$ cat config.mk
export PLATFORM = sky130hd
export DESIGN_NAME = adder_accum_ctrl_flat
export DESIGN_NICKNAME = d
export VERILOG_FILES = /design/src/rtl/adder_accum_ctrl_if.sv /design/src/rtl/adder_accum_ctrl.sv /design/src/flat_wrapper.sv
export SDC_FILE = /design/constraint.sdc
export NUM_CORES = 1
export LEC_CHECK = 0
export ABC_AREA = 1
export CAP_MARGIN = 20
export CORE_AREA = 2 2 79 81
export DETAILED_ROUTE_END_ITERATION = 6
export DIE_AREA = 0 0 81 83
export GPL_TIMING_DRIVEN = 0
export MAX_ROUTING_LAYER = met4
export PLACE_DENSITY = 0.78
export RECOVER_POWER = 25
export SYNTH_ARGS = -nofsm -noshare
export SYNTH_HDL_FRONTEND = slang
export SYNTH_SLANG_ARGS = --single-unit
$ cat constraint.sdc
create_clock -name clk -period 1.66 [get_ports clk]
set_input_delay 0.166 -clock clk [delete_from_list [all_inputs] [get_ports clk]]
set_output_delay 0.166 -clock clk [all_outputs]
set_load 0.005 [all_outputs]
$ cat src/rtl/adder_accum_ctrl_if.sv
// Signal bundle between the accumulation controller and its environment:
// control, operand stream, external adder and result stream.
interface adder_accum_ctrl_if #(
    parameter int WIDTH = 16,
    parameter int CNT_W = 8
);
    logic             start;
    logic             abort;
    logic [CNT_W-1:0] len;
    logic [WIDTH-1:0] in_data;
    logic             in_valid;
    logic             in_ready;
    logic [WIDTH-1:0] add_a;
    logic [WIDTH-1:0] add_b;
    logic             add_cin;
    logic [WIDTH-1:0] add_sum;
    logic             add_cout;
    logic [WIDTH-1:0] result;
    logic             ovf;
    logic             carry;
    logic             out_valid;
    logic             out_ready;
    logic             busy;

    // Environment side: supplies control, operands, the adder and the sink.
    modport master (
        output start, abort, len, in_data, in_valid, add_sum, add_cout, out_ready,
        input  in_ready, add_a, add_b, add_cin, result, ovf, carry, out_valid, busy
    );

    // Controller side.
    modport slave (
        input  start, abort, len, in_data, in_valid, add_sum, add_cout, out_ready,
        output in_ready, add_a, add_b, add_cin, result, ovf, carry, out_valid, busy
    );
endinterface

$ cat src/rtl/adder_accum_ctrl.sv
// Burst accumulator that time-multiplexes one external combinational adder,
// feeding the running sum back on add_a and presenting sum plus sticky flags.
module adder_accum_ctrl #(
    parameter int WIDTH = 16,
    parameter int CNT_W = 8
) (
    input  logic                clk,
    input  logic                rst_n,
    adder_accum_ctrl_if.slave   bus
);

    typedef enum logic [1:0] {
        IDLE  = 2'd0,
        ACCUM = 2'd1,
        DONE  = 2'd2
    } state_t;

    localparam logic [CNT_W-1:0] CNT_ONE = {{(CNT_W-1){1'b0}}, 1'b1};

    state_t           state_reg, state_next;
    logic [WIDTH-1:0] acc_reg, acc_next;
    logic [WIDTH-1:0] result_reg, result_next;
    logic [CNT_W-1:0] remaining_reg, remaining_next;
    logic             ovf_reg, ovf_next;
    logic             carry_reg, carry_next;

    logic             accum_sel;
    logic             in_fire;
    logic             add_ovf;

    assign accum_sel = (state_reg == ACCUM);
    assign in_fire   = accum_sel && bus.in_valid;

    // Signed overflow: operands agree in sign but the sum does not.
    assign add_ovf = (acc_reg[WIDTH-1] == bus.in_data[WIDTH-1]) &&
                     (bus.add_sum[WIDTH-1] != acc_reg[WIDTH-1]);

    // Operand B is forced to zero outside ACCUM so the adder sees a quiet input.
    generate
        for (genvar gi = 0; gi < WIDTH; gi++) begin : g_add_b
            assign bus.add_b[gi] = bus.in_data[gi] & accum_sel;
        end
    endgenerate

    assign bus.add_a     = acc_reg;
    assign bus.add_cin   = 1'b0;
    assign bus.in_ready  = accum_sel;
    assign bus.out_valid = (state_reg == DONE);
    assign bus.busy      = (state_reg != IDLE);
    assign bus.result    = result_reg;
    assign bus.ovf       = ovf_reg;
    assign bus.carry     = carry_reg;

    always_ff @(posedge clk or negedge rst_n) begin
        if (!rst_n) begin
            state_reg     <= IDLE;
            acc_reg       <= '0;
            result_reg    <= '0;
            remaining_reg <= '0;
            ovf_reg       <= 1'b0;
            carry_reg     <= 1'b0;
        end else begin
            state_reg     <= state_next;
            acc_reg       <= acc_next;
            result_reg    <= result_next;
            remaining_reg <= remaining_next;
            ovf_reg       <= ovf_next;
            carry_reg     <= carry_next;
        end
    end

    always_comb begin
        state_next     = state_reg;
        acc_next       = acc_reg;
        result_next    = result_reg;
        remaining_next = remaining_reg;
        ovf_next       = ovf_reg;
        carry_next     = carry_reg;

        if (bus.abort) begin
            state_next     = IDLE;
            acc_next       = '0;
            result_next    = '0;
            remaining_next = '0;
            ovf_next       = 1'b0;
            carry_next     = 1'b0;
        end else begin
            case (state_reg)
                IDLE: begin
                    if (bus.start) begin
                        acc_next    = '0;
                        result_next = '0;
                        ovf_next    = 1'b0;
                        carry_next  = 1'b0;
                        if (bus.len != '0) begin
                            remaining_next = bus.len;
                            state_next     = ACCUM;
                        end else begin
                            remaining_next = '0;
                            state_next     = DONE;
                        end
                    end
                end
                ACCUM: begin
                    if (in_fire) begin
                        acc_next       = bus.add_sum;
                        remaining_next = remaining_reg - CNT_ONE;
                        carry_next     = carry_reg | bus.add_cout;
                        ovf_next       = ovf_reg | add_ovf;
                        // Capture the final sum so result only changes on burst completion.
                        if (remaining_reg == CNT_ONE) begin
                            result_next = bus.add_sum;
                            state_next  = DONE;
                        end
                    end
                end
                DONE: begin
                    if (bus.out_ready) begin
                        state_next = IDLE;
                    end
                end
                default: begin
                    state_next = IDLE;
                end
            endcase
        end
    end

endmodule

$ cat src/flat_wrapper.sv
// flat-port wrapper written by rule: the top's interface ports become plain ports
module adder_accum_ctrl_flat 
#(
    parameter int WIDTH = 16,
    parameter int CNT_W = 8
)
  (clk, rst_n, bus_start, bus_abort, bus_len, bus_in_data, bus_in_valid, bus_add_sum, bus_add_cout, bus_out_ready, bus_in_ready, bus_add_a, bus_add_b, bus_add_cin, bus_result, bus_ovf, bus_carry, bus_out_valid, bus_busy);
  adder_accum_ctrl_if #(.WIDTH(WIDTH), .CNT_W(CNT_W)) bus_i ();
  input  logic clk;
  input  logic rst_n;
  input wire logic [$bits(bus_i.start)-1:0] bus_start;
  input wire logic [$bits(bus_i.abort)-1:0] bus_abort;
  input wire logic [$bits(bus_i.len)-1:0] bus_len;
  input wire logic [$bits(bus_i.in_data)-1:0] bus_in_data;
  input wire logic [$bits(bus_i.in_valid)-1:0] bus_in_valid;
  input wire logic [$bits(bus_i.add_sum)-1:0] bus_add_sum;
  input wire logic [$bits(bus_i.add_cout)-1:0] bus_add_cout;
  input wire logic [$bits(bus_i.out_ready)-1:0] bus_out_ready;
  output wire logic [$bits(bus_i.in_ready)-1:0] bus_in_ready;
  output wire logic [$bits(bus_i.add_a)-1:0] bus_add_a;
  output wire logic [$bits(bus_i.add_b)-1:0] bus_add_b;
  output wire logic [$bits(bus_i.add_cin)-1:0] bus_add_cin;
  output wire logic [$bits(bus_i.result)-1:0] bus_result;
  output wire logic [$bits(bus_i.ovf)-1:0] bus_ovf;
  output wire logic [$bits(bus_i.carry)-1:0] bus_carry;
  output wire logic [$bits(bus_i.out_valid)-1:0] bus_out_valid;
  output wire logic [$bits(bus_i.busy)-1:0] bus_busy;
  assign bus_i.start = bus_start;
  assign bus_i.abort = bus_abort;
  assign bus_i.len = bus_len;
  assign bus_i.in_data = bus_in_data;
  assign bus_i.in_valid = bus_in_valid;
  assign bus_i.add_sum = bus_add_sum;
  assign bus_i.add_cout = bus_add_cout;
  assign bus_i.out_ready = bus_out_ready;
  assign bus_in_ready = bus_i.in_ready;
  assign bus_add_a = bus_i.add_a;
  assign bus_add_b = bus_i.add_b;
  assign bus_add_cin = bus_i.add_cin;
  assign bus_result = bus_i.result;
  assign bus_ovf = bus_i.ovf;
  assign bus_carry = bus_i.carry;
  assign bus_out_valid = bus_i.out_valid;
  assign bus_busy = bus_i.busy;
  adder_accum_ctrl #(.WIDTH(WIDTH), .CNT_W(CNT_W)) u_core (.clk(clk), .rst_n(rst_n), .bus(bus_i));
endmodule
==> summary.md <==
| Metric | Value |
|---|---|
| Vias/cell | `4.64` |
| PD cells | `1410 mW/mm²` |
| Period Utilization, post-route | `0.989` |
| WHS | `359 ps` |
| CTS sink count | `44` |
| DIE HEIGHT | `83 µm` |
| Die area | `0.00672 mm²` |
| WL/cell | `12.2 µm` |
| All-Layer GR Usage | `0.211` |
| Site row count | `28` |
| Syn_nets | `397` |
| Post-synthesis simple-gate area fraction | `0.374` |
| Vias in the first global route | `2485` |
| Fin nets | `506` |
| Min cycle time layout | `1640 ps` |
| Initial core utilization | `0.417` |
| Clock slew at reported path FFs | `90 ps` |
| CP max FO | `14` |
| Reg2reg setup slack | `100 ps` |
| RSZ-0062 raised after global routing | `yes` |
| Remaining Overflow, GRT | `0` |
| #FFs+latches synth | `44` |
| Fraction of the mapped netlist area in adder cells | `0.0103` |
| Slew HR | `0.619` |
| I/O Buffers | `99` |
| Fin cells | `533` |
| Die X | `81 µm` |
| Max Cap Violations | `0` |
| Synthesized cell area | `0.00242 mm²` |
| Drt pass-1 iters | `4` |
| Clock Latency Late Sink | `300 ps` |
| Fin. Hold Viols | `0` |
| CORE AREA | `0.00582 mm²` |
| Inst Count DP | `523` |
| Critical R2R Capture | `u_core.bus.result[12]` |
| Initial antenna violation count | `0` |
| Netlist cell types | `24` |
| Critical path required time | `1490 ps` |
| CTS buffer count | `5` |
| Compound-cell area share of the yosys netlist | `0.0387` |
| Synthesized area per cell | `6.96 µm²` |
| Clock tree buffer depth | `2` |
| R2R depth | `10` |
| CTS Root Cell | `clkbuf_8` |
| First-pass GRT wire length | `11000 µm` |
| DP HPWL | `4930 µm` |
| Fmax | `0.609 GHz` |
| Ant. Diodes | `0` |
| Largest family of logic cells by synthesized area | `simple AND/OR/NAND/NOR gates` |
| Post-Place Worst Slack | `-153 ps` |
| Final WS setup | `18.1 ps` |
| Yosys warnings | `0` |
| Leak Pwr | `2.06 nW` |
| Crit. End Element | `output pin` |
| CTS tree | `done` |
| Final setup viols | `0` |
| Max Slew Vio Count | `0` |
| Routed Antenna Nets | `0` |
| Vias | `2472` |
| WL final | `6480 µm` |
| Status | `finished, final reports clean` |
| DR iter-0 viols | `122` |
| Crit path DAT | `1480 ps` |
| Fraction of synthesized cell area in xor and xnor cells | `0.00361` |
| Worst Hold Class | `primary input to asynchronous set/reset pin` |
| Setup Crit Path Kind | `register to output pin` |
| Largest net degree at the start of global routing | `36` |
| FF-to-FF Start | `u_core.state_reg[1]` |
| Mux cell area share after synthesis | `0` |
| Pwr Total | `5.17 mW` |
| Seq/Total Area, Yosys | `0.454` |
| FILL cells | `535` |
| Synth Instances | `348` |
| # IOs | `101` |
| H-tree depth | `2` |
| Gpl congestion | `0.910` |
| VDD IR max | `0.845 mV` |
| P&R area growth vs syn | `51.8%` |
| Share of layout cells above drive strength 1 | `0.0786` |
| Worst Max-Slew Pin Slew | `572 ps` |
| Clock skew | `9.88 ps` |
| Crit start category | `register` |
| DRC Markers | `0` |
worst max path at each step:
| stage | start | end | slack (ps) | cells past startpoint |
|---|---|---|---|---|
| after floorplan | u_core.remaining_reg[0] | u_core.bus.result[10] | 300 | 8 |
| after global placement | rst_n | u_core.bus.add_a[15] | -750 | 1 |
| after detailed placement | bus_abort | u_core.bus.result[12] | -150 | 8 |
| after CTS | u_core.state_reg[1] | bus_in_ready | -20 | 4 |
| after global routing | u_core.state_reg[1] | bus_in_ready | -40 | 4 |
| final | u_core.state_reg[1] | bus_in_ready | 20 | 4 |
critical path: stages, from the launching register on:
cell             delay (ps)
dfrtp_1                 390
inv_2                   110
nand2_8                 100
clkinv_8                 90
clkdlybuf4s50_1         490
cell usage in the layout (no fill, tap or decap), types with 2 or more instances in the layout:
| cell type | synthesis | layout |
|---|---|---|
| nor2_1 | 59 | 58 |
| dlygate4sd2_1 | 0 | 13 |
| inv_1 | 49 | 48 |
| o21ai_1 | 5 | 5 |
| o211ai_1 | 2 | 2 |
| ha_1 | 2 | 2 |
| clkdlybuf4s50_1 | 0 | 80 |
| nor2_4 | 3 | 3 |
| a21oi_1 | 4 | 4 |
| nor2_2 | 2 | 3 |
| dfrtp_1 | 44 | 44 |
| dlymetal6s2s_1 | 0 | 5 |
| o21ai_0 | 5 | 5 |
| buf_4 | 4 | 6 |
| inv_2 | 2 | 2 |
| nand2_1 | 137 | 137 |
| clkbuf_1 | 1 | 2 |
| nand3_1 | 14 | 14 |
| clkbuf_8 | 0 | 6 |
| buf_6 | 4 | 5 |
stage by stage:
step	area, µm²	util	TNS (ps)
2_1_floorplan	2420	-	0
6_report	3680	0.633	0
3_5_place_dp	3520	0.606	-2940
3_3_place_gp	3510	0.603	-35320
4_1_cts	3670	0.631	-38.8
5_1_grt	3680	0.633	-274
repair_timing:
| action | in CTS | in global routing |
|---|---|---|
| buffers inserted | 2 | 0 |
| pin swaps | 1 | 0 |
| cloned | 0 | 0 |
| setup endpoints to repair | 17 | 14 |
| gates resized for setup | 23 | 8 |
| hold buffers | 1 | 0 |
| endpoints found under the hold margin | 9 | 0 |
cells in the mapped netlist (all sizes together):
master,instances,area [µm²]
o211ai,2,15.0
dfrtp,44,1100
nand3b,1,20.0
conb,1,3.75
xor2,1,8.76
nor2,64,268
nand2,140,538
buf,11,90.1
o21ai,11,58.8
inv,51,191
nand3,15,80.1
a21oi,4,20.0
ha,2,25.0
clkbuf,1,3.75
per-layer routing:
| metal | up-vias | part of all wire | GRT usage |
|---|---|---|---|
| met5 | - | 0 | - |
| met4 | 0 | 0.020 | 0.0724 |
| met3 | 12 | 0.048 | 0.0424 |
| met2 | 57 | 0.50 | 0.355 |
| met1 | 1160 | 0.43 | 0.247 |
| li1 | 1243 | - | - |
final cells by class:
cell class              count  area (µm²)  area share
clock buffers               6        72.6      0.0197
inverters                  51         204      0.0554
well taps                  75        93.8      0.0255
repair buffers            103        1010       0.276
clock inverters             2        35.0     0.00952
plain buffers              11         105      0.0286
flip-flops and latches     44        1100       0.299
multi-input cells         241        1050       0.286
where the power goes:
part / internal, mW / switching (mW)
registers: 1.39 / 0.246
logic: 1.29 / 1.44
clock network: 0.447 / 0.364
total: 3.13 / 2.04
logic make-up after synthesis:
family                     count (synthesis)
and+or+nand+nor                          220
AOI/OAI and AO/OA                         17
DFF                                       44
xor gates and xnor gates                   1
adders and majority gates                  2
buffers and inverters                     63
other                                      1
No activity file was read; power rests on OpenSTA's default activity.
